**src/rtl/serial_link_pwr_pkg.sv**
```systemverilog
// Shared types for the serial link power sequencer: per-link state encoding,
// isolate encodings and the state-to-output decode.
package serial_link_pwr_pkg;

  typedef enum logic [2:0] {
    OFF,
    CLK_EN,
    RST_REL,
    UNISO,
    ACTIVE,
    ISO,
    RST_ASS,
    CLK_DIS
  } pwr_state_e;

  // isolate bit 0 = AXI in, bit 1 = AXI out
  localparam logic [1:0] ISO_ALL  = 2'b11;
  localparam logic [1:0] ISO_NONE = 2'b00;

  typedef struct packed {
    logic       clk_ena;
    logic       reset_n;
    logic [1:0] isolate;
  } pwr_out_t;

  function automatic pwr_out_t pwr_decode(pwr_state_e s);
    pwr_out_t o;
    o.clk_ena = !(s inside {OFF, CLK_DIS});
    o.reset_n = s inside {RST_REL, UNISO, ACTIVE, ISO};
    o.isolate = (s inside {UNISO, ACTIVE}) ? ISO_NONE : ISO_ALL;
    return o;
  endfunction

  function automatic int cnt_width(int unsigned a, int unsigned b, int unsigned c);
    int unsigned m;
    m = a;
    if (b > m) m = b;
    if (c > m) m = c;
    return $clog2(m + 1);
  endfunction

endpackage

```
**src/rtl/serial_link_pwr_fsm.sv**
```systemverilog
// One link's bring-up/tear-down sequencer with its delay counter and error flag.
// SERIAL_LINK_PWR_SEQ_TIMEOUT_EN adds the isolate handshake timeout.
module serial_link_pwr_fsm
  import serial_link_pwr_pkg::*;
#(
  parameter int unsigned ClkSettleCycles = 4,
  parameter int unsigned ResetCycles     = 8,
  parameter int unsigned TimeoutCycles   = 1024
) (
  input  logic       clk,
  input  logic       rst,
  input  logic       power_req,
  input  logic       grant,
  input  logic [1:0] isolated,
  input  logic       err_clr,
  output logic [1:0] isolate,
  output logic       clk_ena,
  output logic       reset_n,
  output logic       active,
  output logic       busy,
  output logic       err,
  output logic       ramping_c,
  output logic       idle_c
);

  localparam int unsigned CntW = cnt_width(ClkSettleCycles, ResetCycles, TimeoutCycles);

  pwr_state_e      state_q, state_d;
  logic [CntW-1:0] cnt_q, cnt_d;
  logic            cnt_zero;
  logic            err_set;
  pwr_out_t        out_d;

  assign cnt_zero = (cnt_q == '0);

  always_ff @(posedge clk or posedge rst) begin
    if (rst) begin
      state_q <= OFF;
      cnt_q   <= '0;
    end else begin
      state_q <= state_d;
      cnt_q   <= cnt_d;
    end
  end

  // Counter saturates at zero; handshake states only reload it when timeouts exist.
  always_comb begin
    state_d = state_q;
    cnt_d   = cnt_zero ? cnt_q : cnt_q - CntW'(1);
    err_set = 1'b0;
    unique case (state_q)
      OFF: if (power_req && grant) begin
        state_d = CLK_EN;
        cnt_d   = CntW'(ClkSettleCycles - 1);
      end
      CLK_EN: if (cnt_zero) begin
        state_d = RST_REL;
        cnt_d   = CntW'(ResetCycles - 1);
      end
      RST_REL: if (cnt_zero) begin
        state_d = UNISO;
`ifdef SERIAL_LINK_PWR_SEQ_TIMEOUT_EN
        cnt_d   = CntW'(TimeoutCycles - 1);
`endif
      end
      UNISO: begin
        if (!power_req) begin
          state_d = ISO;
`ifdef SERIAL_LINK_PWR_SEQ_TIMEOUT_EN
          cnt_d   = CntW'(TimeoutCycles - 1);
`endif
        end else if (isolated == ISO_NONE) begin
          state_d = ACTIVE;
        end
`ifdef SERIAL_LINK_PWR_SEQ_TIMEOUT_EN
        else if (cnt_zero) begin
          state_d = ISO;
          cnt_d   = CntW'(TimeoutCycles - 1);
          err_set = 1'b1;
        end
`endif
      end
      ACTIVE: if (!power_req) begin
        state_d = ISO;
`ifdef SERIAL_LINK_PWR_SEQ_TIMEOUT_EN
        cnt_d   = CntW'(TimeoutCycles - 1);
`endif
      end
      ISO: begin
        if (isolated == ISO_ALL) begin
          state_d = RST_ASS;
          cnt_d   = CntW'(ResetCycles - 1);
        end
`ifdef SERIAL_LINK_PWR_SEQ_TIMEOUT_EN
        else if (cnt_zero) begin
          state_d = RST_ASS;
          cnt_d   = CntW'(ResetCycles - 1);
          err_set = 1'b1;
        end
`endif
      end
      RST_ASS: if (cnt_zero) state_d = CLK_DIS;
      CLK_DIS: state_d = OFF;
    endcase
  end

  assign out_d = pwr_decode(state_d);

  always_ff @(posedge clk or posedge rst) begin
    if (rst) begin
      isolate <= ISO_ALL;
      clk_ena <= 1'b0;
      reset_n <= 1'b0;
      active  <= 1'b0;
      busy    <= 1'b0;
    end else begin
      isolate <= out_d.isolate;
      clk_ena <= out_d.clk_ena;
      reset_n <= out_d.reset_n;
      active  <= (state_d == ACTIVE);
      busy    <= !(state_d inside {OFF, ACTIVE});
    end
  end

`ifdef SERIAL_LINK_PWR_SEQ_TIMEOUT_EN
  // Sticky timeout flag; a timeout beats a simultaneous clear.
  always_ff @(posedge clk or posedge rst) begin
    if (rst)          err <= 1'b0;
    else if (err_set) err <= 1'b1;
    else if (err_clr) err <= 1'b0;
  end
`else
  logic unused_err;
  assign unused_err = ^{err_clr, err_set};
  assign err        = 1'b0;
`endif

  assign ramping_c = (state_q == CLK_EN) || (state_q == RST_REL);
  assign idle_c    = (state_q == OFF);

endmodule

```
**src/rtl/serial_link_pwr_seq.sv**
```systemverilog
// Power/isolation sequencer for a group of serial links with optional power-up
// staggering. SERIAL_LINK_PWR_SEQ_TIMEOUT_EN enables isolate handshake timeouts.
module serial_link_pwr_seq
  import serial_link_pwr_pkg::*;
#(
  parameter int unsigned NumLinks        = 2,
  parameter int unsigned ClkSettleCycles = 4,
  parameter int unsigned ResetCycles     = 8,
  parameter int unsigned TimeoutCycles   = 1024,
  parameter int unsigned StaggerOn       = 1
) (
  input  logic                  clk_i,
  input  logic                  rst_i,
  input  logic [NumLinks-1:0]   power_req_i,
  input  logic [2*NumLinks-1:0] isolated_i,
  output logic [2*NumLinks-1:0] isolate_o,
  output logic [NumLinks-1:0]   clk_ena_o,
  output logic [NumLinks-1:0]   reset_no,
  output logic [NumLinks-1:0]   active_o,
  output logic [NumLinks-1:0]   busy_o,
  output logic [NumLinks-1:0]   err_o,
  input  logic [NumLinks-1:0]   err_clr_i
);

  logic [NumLinks-1:0] ramping;
  logic [NumLinks-1:0] idle;
  logic [NumLinks-1:0] grant;
  logic                found;

  // Stagger arbiter: lowest requesting idle link, only while nobody is ramping.
  always_comb begin
    grant = '0;
    found = 1'b0;
    if (StaggerOn == 0) begin
      grant = '1;
    end else if (ramping == '0) begin
      for (int i = 0; i < int'(NumLinks); i++) begin
        if (!found && idle[i] && power_req_i[i]) begin
          grant[i] = 1'b1;
          found    = 1'b1;
        end
      end
    end
  end

  for (genvar g = 0; g < NumLinks; g++) begin : g_link
    serial_link_pwr_fsm #(
      .ClkSettleCycles(ClkSettleCycles),
      .ResetCycles    (ResetCycles),
      .TimeoutCycles  (TimeoutCycles)
    ) u_fsm (
      .clk      (clk_i),
      .rst      (rst_i),
      .power_req(power_req_i[g]),
      .grant    (grant[g]),
      .isolated (isolated_i[2*g +: 2]),
      .err_clr  (err_clr_i[g]),
      .isolate  (isolate_o[2*g +: 2]),
      .clk_ena  (clk_ena_o[g]),
      .reset_n  (reset_no[g]),
      .active   (active_o[g]),
      .busy     (busy_o[g]),
      .err      (err_o[g]),
      .ramping_c(ramping[g]),
      .idle_c   (idle[g])
    );
  end

endmodule

```
**config.mk**
```make
export PLATFORM = sky130hd
export DESIGN_NAME = serial_link_pwr_seq
export DESIGN_NICKNAME = d
export VERILOG_FILES = /design/src/rtl/serial_link_pwr_pkg.sv /design/src/rtl/serial_link_pwr_fsm.sv /design/src/rtl/serial_link_pwr_seq.sv
export SDC_FILE = /design/constraint.sdc
export NUM_CORES = 1
export LEC_CHECK = 0
export ABC_AREA = 1
export CORE_MARGIN = 1.5
export CORE_UTILIZATION = 50
export DETAILED_ROUTE_END_ITERATION = 7
export PLACE_DENSITY = 0.84
export SLEW_MARGIN = 20
export SYNTH_ARGS = -nofsm -noshare
export SYNTH_HDL_FRONTEND = slang
export SYNTH_HIERARCHICAL = 1
export SYNTH_SLANG_ARGS = --single-unit
```
**constraint.sdc**
```tcl
create_clock -name clk_i -period 1.7 [get_ports clk_i]
set_input_delay 0.34 -clock clk_i [delete_from_list [all_inputs] [get_ports clk_i]]
set_output_delay 0.34 -clock clk_i [all_outputs]
set_load 0.02 [all_outputs]
```
-- Word level (Yosys, flattened, before mapping)
Cells that the tools add are included.
W data, S select, Z words.
- output and inout bits: 14
- logic and storage cells: 105
- register bits: 40
- input port bits: 10
- reduce and logical (&&, ||, !) cells: 29
- add/subtract/negate cells: 2
- multiplexer cells: 34
- eq/ne operators: 26
- operators with widths (cell ; count):
    $mux W11 ; 8
    $pmux W11 S3 ; 2
    $mux W3 ; 16
    $pmux W3 S8 ; 2
    $eq A3 B3 Y1 const B ; 14
    $eq A3 B2 Y1 const B ; 8
    $logic_not A11 Y1 ; 2
    $sub A11 B1 Y11 const B ; 2
    $logic_not A3 Y1 ; 4
    $reduce_bool A2 Y1 ; 6
    $reduce_bool A4 Y1 ; 2
    $eq A3 B1 Y1 const B ; 2
    $logic_not A2 Y1 ; 3
    $mux W2 ; 3
    $logic_and A1 B1 Y1 ; 5
    $logic_not A1 Y1 ; 5
    $eq A2 B2 Y1 const B ; 2
    $mux W1 ; 3
    $logic_or A1 B1 Y1 ; 2

-- Depth between registers and ports, before layout
- word-level depth: 15
- depth in mapped cells: 14
- gate-level depth less buffers: 14

-- Hierarchy
The synthesis kept the hierarchy.
- modules (own cells, without submodules) (module ; cells each ; area each (um^2) ; instances):
    serial_link_pwr_fsm at g_link[0].u_fsm ; 151 ; 1178.6 ; 1
    serial_link_pwr_fsm at g_link[1].u_fsm ; 142 ; 1168.6 ; 1
    serial_link_pwr_seq ; 6 ; 26.3 ; 1

-- Least setup slack after synthesis
No wires, ideal clock.
- path type: reg2reg
- from: register g_link[1].u_fsm.state_q[0]
- to: register g_link[1].u_fsm.cnt_q[7]
- data arrival time: 1579 ps
- setup time: 132 ps
- required time: 1568 ps
- stages on the path, launching flop included: 13
- path slack: -11 ps
- cell sequence: dfrtp_1 > inv_2 > nor2_4 > nand2_1 > nand2_1 > nor2_1 > nand2_1 > nor2_2 > nand2_1 > nand2_1 > o21ai_0 > a21oi_1 > nor2_1
- RTL lines (item ; RTL line ; source):
    from (decl) ; serial_link_pwr_fsm.sv:28 ; pwr_state_e state_q, state_d;
    from (signal assigned) ; serial_link_pwr_fsm.sv:41 ; state_q <= state_d;
    $eq A3 B1 Y1 / $eq A3 B2 Y1 (equally long branches) ; serial_link_pwr_fsm.sv:138 ; assign ramping_c = (state_q == CLK_EN) || (state_q == RST_REL);
    $logic_or A1 B1 Y1 * ; serial_link_pwr_fsm.sv:138 ;
    net ramping[1] ; serial_link_pwr_seq.sv:25 ; logic [NumLinks-1:0] ramping;
    $logic_not A2 Y1 * ; serial_link_pwr_seq.sv:36 ; end else if (ramping == '0) begin
    $mux W2 * ; serial_link_pwr_seq.sv:36 ;
    net grant[1] ; serial_link_pwr_seq.sv:27 ; logic [NumLinks-1:0] grant;
    $logic_and A1 B1 Y1 * ; serial_link_pwr_fsm.sv:52 ; OFF: if (power_req && grant) begin
    $mux W11 * ; serial_link_pwr_fsm.sv:52 ;
    $pmux W11 S3 * ; serial_link_pwr_fsm.sv:51 ; unique case (state_q)
    net g_link[1].u_fsm.cnt_d[7] ; serial_link_pwr_fsm.sv:29 ; logic [CntW-1:0] cnt_q, cnt_d;
    to (signal assigned) ; serial_link_pwr_fsm.sv:42 ; cnt_q <= cnt_d;
    to (decl) ; serial_link_pwr_fsm.sv:29 ;
Mark *: on every way through the listed nets, which the timed path passes. The rest lies on a longest branch.

-- Final worst setup path
- from: register g_link[0].u_fsm.state_q[1]
- to: register g_link[0].u_fsm.cnt_q[5]
- word-level cells in the longest chain between the ends: 7
- ends and longest elaborated chain (item ; RTL line ; source):
    from (decl) ; serial_link_pwr_fsm.sv:28 ;
    from (signal assigned) ; serial_link_pwr_fsm.sv:41 ;
    $logic_not A3 Y1 ; serial_link_pwr_fsm.sv:139 ; assign idle_c = (state_q == OFF);
    net idle[0] ; serial_link_pwr_seq.sv:26 ; logic [NumLinks-1:0] idle;
    $logic_and A1 B1 Y1 ; serial_link_pwr_seq.sv:38 ; if (!found && idle[i] && power_req_i[i]) begin
    $mux W1 ; serial_link_pwr_seq.sv:38 ;
    $mux W2 ; serial_link_pwr_seq.sv:36 ;
    net grant[0] ; serial_link_pwr_seq.sv:27 ;
    $logic_and A1 B1 Y1 ; serial_link_pwr_fsm.sv:52 ;
    $mux W11 ; serial_link_pwr_fsm.sv:52 ;
    $pmux W11 S3 ; serial_link_pwr_fsm.sv:51 ;
    net g_link[0].u_fsm.cnt_d[5] ; serial_link_pwr_fsm.sv:29 ;
    to (signal assigned) ; serial_link_pwr_fsm.sv:42 ;
    to (decl) ; serial_link_pwr_fsm.sv:29 ;
The timed path passes the listed nets, and every way through them passes these cells.

==> results.cfg <==
[run_status]
run_status = finished, violations left
violations = negative setup slack

[layout]
n_antenna_cell = 0
fillers = 275
postLayoutCellArea_um2 = 3177
nNetsFinal = 374
drive_gt1_frac = 0.3934
area_growth_pct = 33.84

[synth]
synth_fp_nets = 313
synth-edff-count = 0
synth_most_common_cell = nand2_1
synth_largest_area_cell = dfrtp_1
ys_ff_latch = 38
netlist_top_cells_count = nand2_1 (61), inv_1 (39), dfrtp_1 (36), nor2_1 (36), nand3_1 (13)
ys_seq_area_frac = 0.4017
syn_area_um2 = 2374
syn_area_per_cell_um2 = 7.938
synth.area.top_cells = dfrtp_1 (38%), nand2_1 (9.6%), inv_1 (6.2%)
ys.flop_type = dfrtp_1
async_flop_share = 1.000
ys_types = 39
ys_warn_count = 6
synth_top_area_share = 0.3795
syn-instance-count = 299

[grt]
grt_use_total = 0.2189
antenna_found_initial = 0
grt_pass1_vias = 2088
grt_pass1_wl_um = 8804
grt_max_degree = 20
overflow = 0

[placement]
dp_slack_ns = -0.1710
placed_cell_area_um2 = 2813
io_buffers = 19
place.gp.congestion = 0.9663
dp_hpwl_um = 3766

[critical_path]
regToRegEndpoint = g_link[0].u_fsm/cnt_q[5]
end_kind = register
regToRegStartpoint = g_link[0].u_fsm/state_q[1]
cp.arrival_ns = 1.99
critPathMaxFanout = 5
critical_path.endpoint = g_link[0].u_fsm/cnt_q[5]
required_ns = 1.88
crit_start = g_link[0].u_fsm/state_q[1]
worstSetupStartpointType = register
critPathKind = reg -> reg
reg2reg_slack_ns = -0.11
reg2reg_depth = 10

[sta]
fin_skew_ns = 0.007966
rsz0062_at_grt = yes
tns_ns = -0.7092
clock.fmax_ghz = 0.5529
slew_viol_final = 0
hold_violations = 0
setup_ws_ns = -0.1087
finalSetupViolCount = 15
timing.final.crit_share = 1.064
min_period_ns = 1.809

[route]
wirelength_um = 6166
vias = 2262
drtAntennaViolNets = 0
viasPerCell = 5.477
drt_iter0_drc = 180
drcViolationCount = 0
wl_per_cell_um = 14.93
dr.pass1.iters = 5

[floorplanning]
die_width_um = 71.90
die_h_um = 71.90
rows = 24
dieArea_um2 = 5170
fp.coreArea_um2 = 4474
pin_count = 24
floorplan.initialDensity = 0.5305

[clocking]
clk_pin_slew_ns = 0.08
insertion_delay_ns = 0.30
cts_buffers = 5
cts_buffer_depth = 2
postCtsHoldBufs = 0
cts_tree = yes
cts.htree.levels = 2
clockRootBuffer = clkbuf_8
clkSinkCount = 38

[power_and_ir_drop]
total_power_mw = 6.752
ir_worst_vdd_uv = 1610
p_leak_nw = 1.586
pwr_density_cell_nw_per_um2 = 2125

[worst_hold_path]
worstHoldPathType = in -> async

[job]
cap_violations = 0
==> critical path, stage by stage, from the launching register on <==
cell	delay (ns)
dfrtp_2	0.46
nor2_4	0.14
inv_2	0.06
nor2_4	0.10
nand2_2	0.07
nor3_2	0.22
nand2_2	0.14
nand2_4	0.11
o2111ai_4	0.11
a21oi_4	0.21
a21oi_1	0.07
==> worst min-delay path by stage <==
| stage | cells past startpoint | slack [ns] | endpoint |
|---|---|---|---|
| 2_1_floorplan | 1 | 0.29 | g_link[0].u_fsm/active |
| 3_3_place_gp | 2 | 0.52 | g_link[0].u_fsm/cnt_q[10] |
| 3_5_place_dp | 2 | 0.52 | g_link[0].u_fsm/cnt_q[10] |
| 4_1_cts | 2 | 0.32 | g_link[0].u_fsm/active |
| 5_1_grt | 2 | 0.33 | g_link[0].u_fsm/reset_n |
| 6_report | 2 | 0.32 | g_link[0].u_fsm/reset_n |
==> state kept, by name, summed over array words and instances (netlist names) <==
name                  cells
g_link.u_fsm/reset_n      2
g_link.u_fsm/clk_ena      2
g_link.u_fsm/state_q      6
g_link.u_fsm/isolate      2
g_link.u_fsm/busy         2
g_link.u_fsm/cnt_q       22
g_link.u_fsm/active       2
==> per-layer routing <==
metal	vias to the layer above	track usage	wire length, µm	part of all wire
li1	1070	-	-	-
met1	1063	0.2672	2473	0.40
met2	103	0.3652	3119	0.51
met3	26	0.05417	345	0.056
met4	0	0.1027	227	0.037
met5	-	0	0	0
==> area by class of cell <==
| cell class | count | area, µm² | share of cell area |
|---|---|---|---|
| timing repair buffer | 59 | 489.2 | 0.1540 |
| inverter | 50 | 190.2 | 0.05987 |
| clock buffer | 8 | 110.1 | 0.03466 |
| tap | 52 | 65.06 | 0.02048 |
| sequential | 38 | 959.7 | 0.3021 |
| multi-input combinational | 206 | 1363 | 0.4289 |
==> kinds of logic after synthesis <==
logic type      synth area share
simple gates              0.3205
buf+inv                   0.1023
compound gates            0.1181
flops                     0.4017
xor+xnor                 0.03321
fa+ha+maj                0.02109
other cells             0.003164
==> per-stage QoR <==
| stage | utilization | hold slack (ns) | cells |
|---|---|---|---|
| 3_3_place_gp | 0.6286 | 0.5191 | 395 |
| 5_1_grt | 0.7100 | 0.3339 | 413 |
| 2_1_floorplan | - | 0.2904 | 299 |
| 3_5_place_dp | 0.6286 | 0.5234 | 395 |
| 6_report | 0.7100 | 0.3166 | 413 |
| 4_1_cts | 0.6695 | 0.3206 | 405 |
==> repair_timing <==
action / CTS / global route
cloned: 0 / 1
endpoints found under the hold margin: 0 / 0
pin swaps: 6 / 19
setup buffers: 2 / 7
setup endpoints to repair: 23 / 31
resized for setup: 22 / 39
==> power breakdown <==
group	internal [mW]	switching [mW]	leakage [nW]	total, mW
Combinational	1.83	2.55	1.05	4.38
Sequential	1.29	0.346	0.480	1.64
Clock	0.410	0.320	0.0575	0.730
==> layout by cell type, fill, tap and decap left out, types with 5 or more instances in the layout <==
| master | n |
|---|---|
| nor2_1 | 27 |
| nand4_1 | 7 |
| a21oi_1 | 6 |
| nand2_1 | 46 |
| nor2_2 | 16 |
| dfrtp_1 | 31 |
| inv_1 | 33 |
| dfrtp_2 | 5 |
| clkdlybuf4s50_1 | 15 |
| nor2_4 | 8 |
| nand2_4 | 7 |
| nand3_1 | 12 |
| buf_4 | 39 |
| inv_2 | 16 |
| nand2_2 | 17 |
| xor2_1 | 9 |
| clkbuf_8 | 8 |
| o21ai_0 | 6 |
No activity file was read; power rests on OpenSTA's default activity.
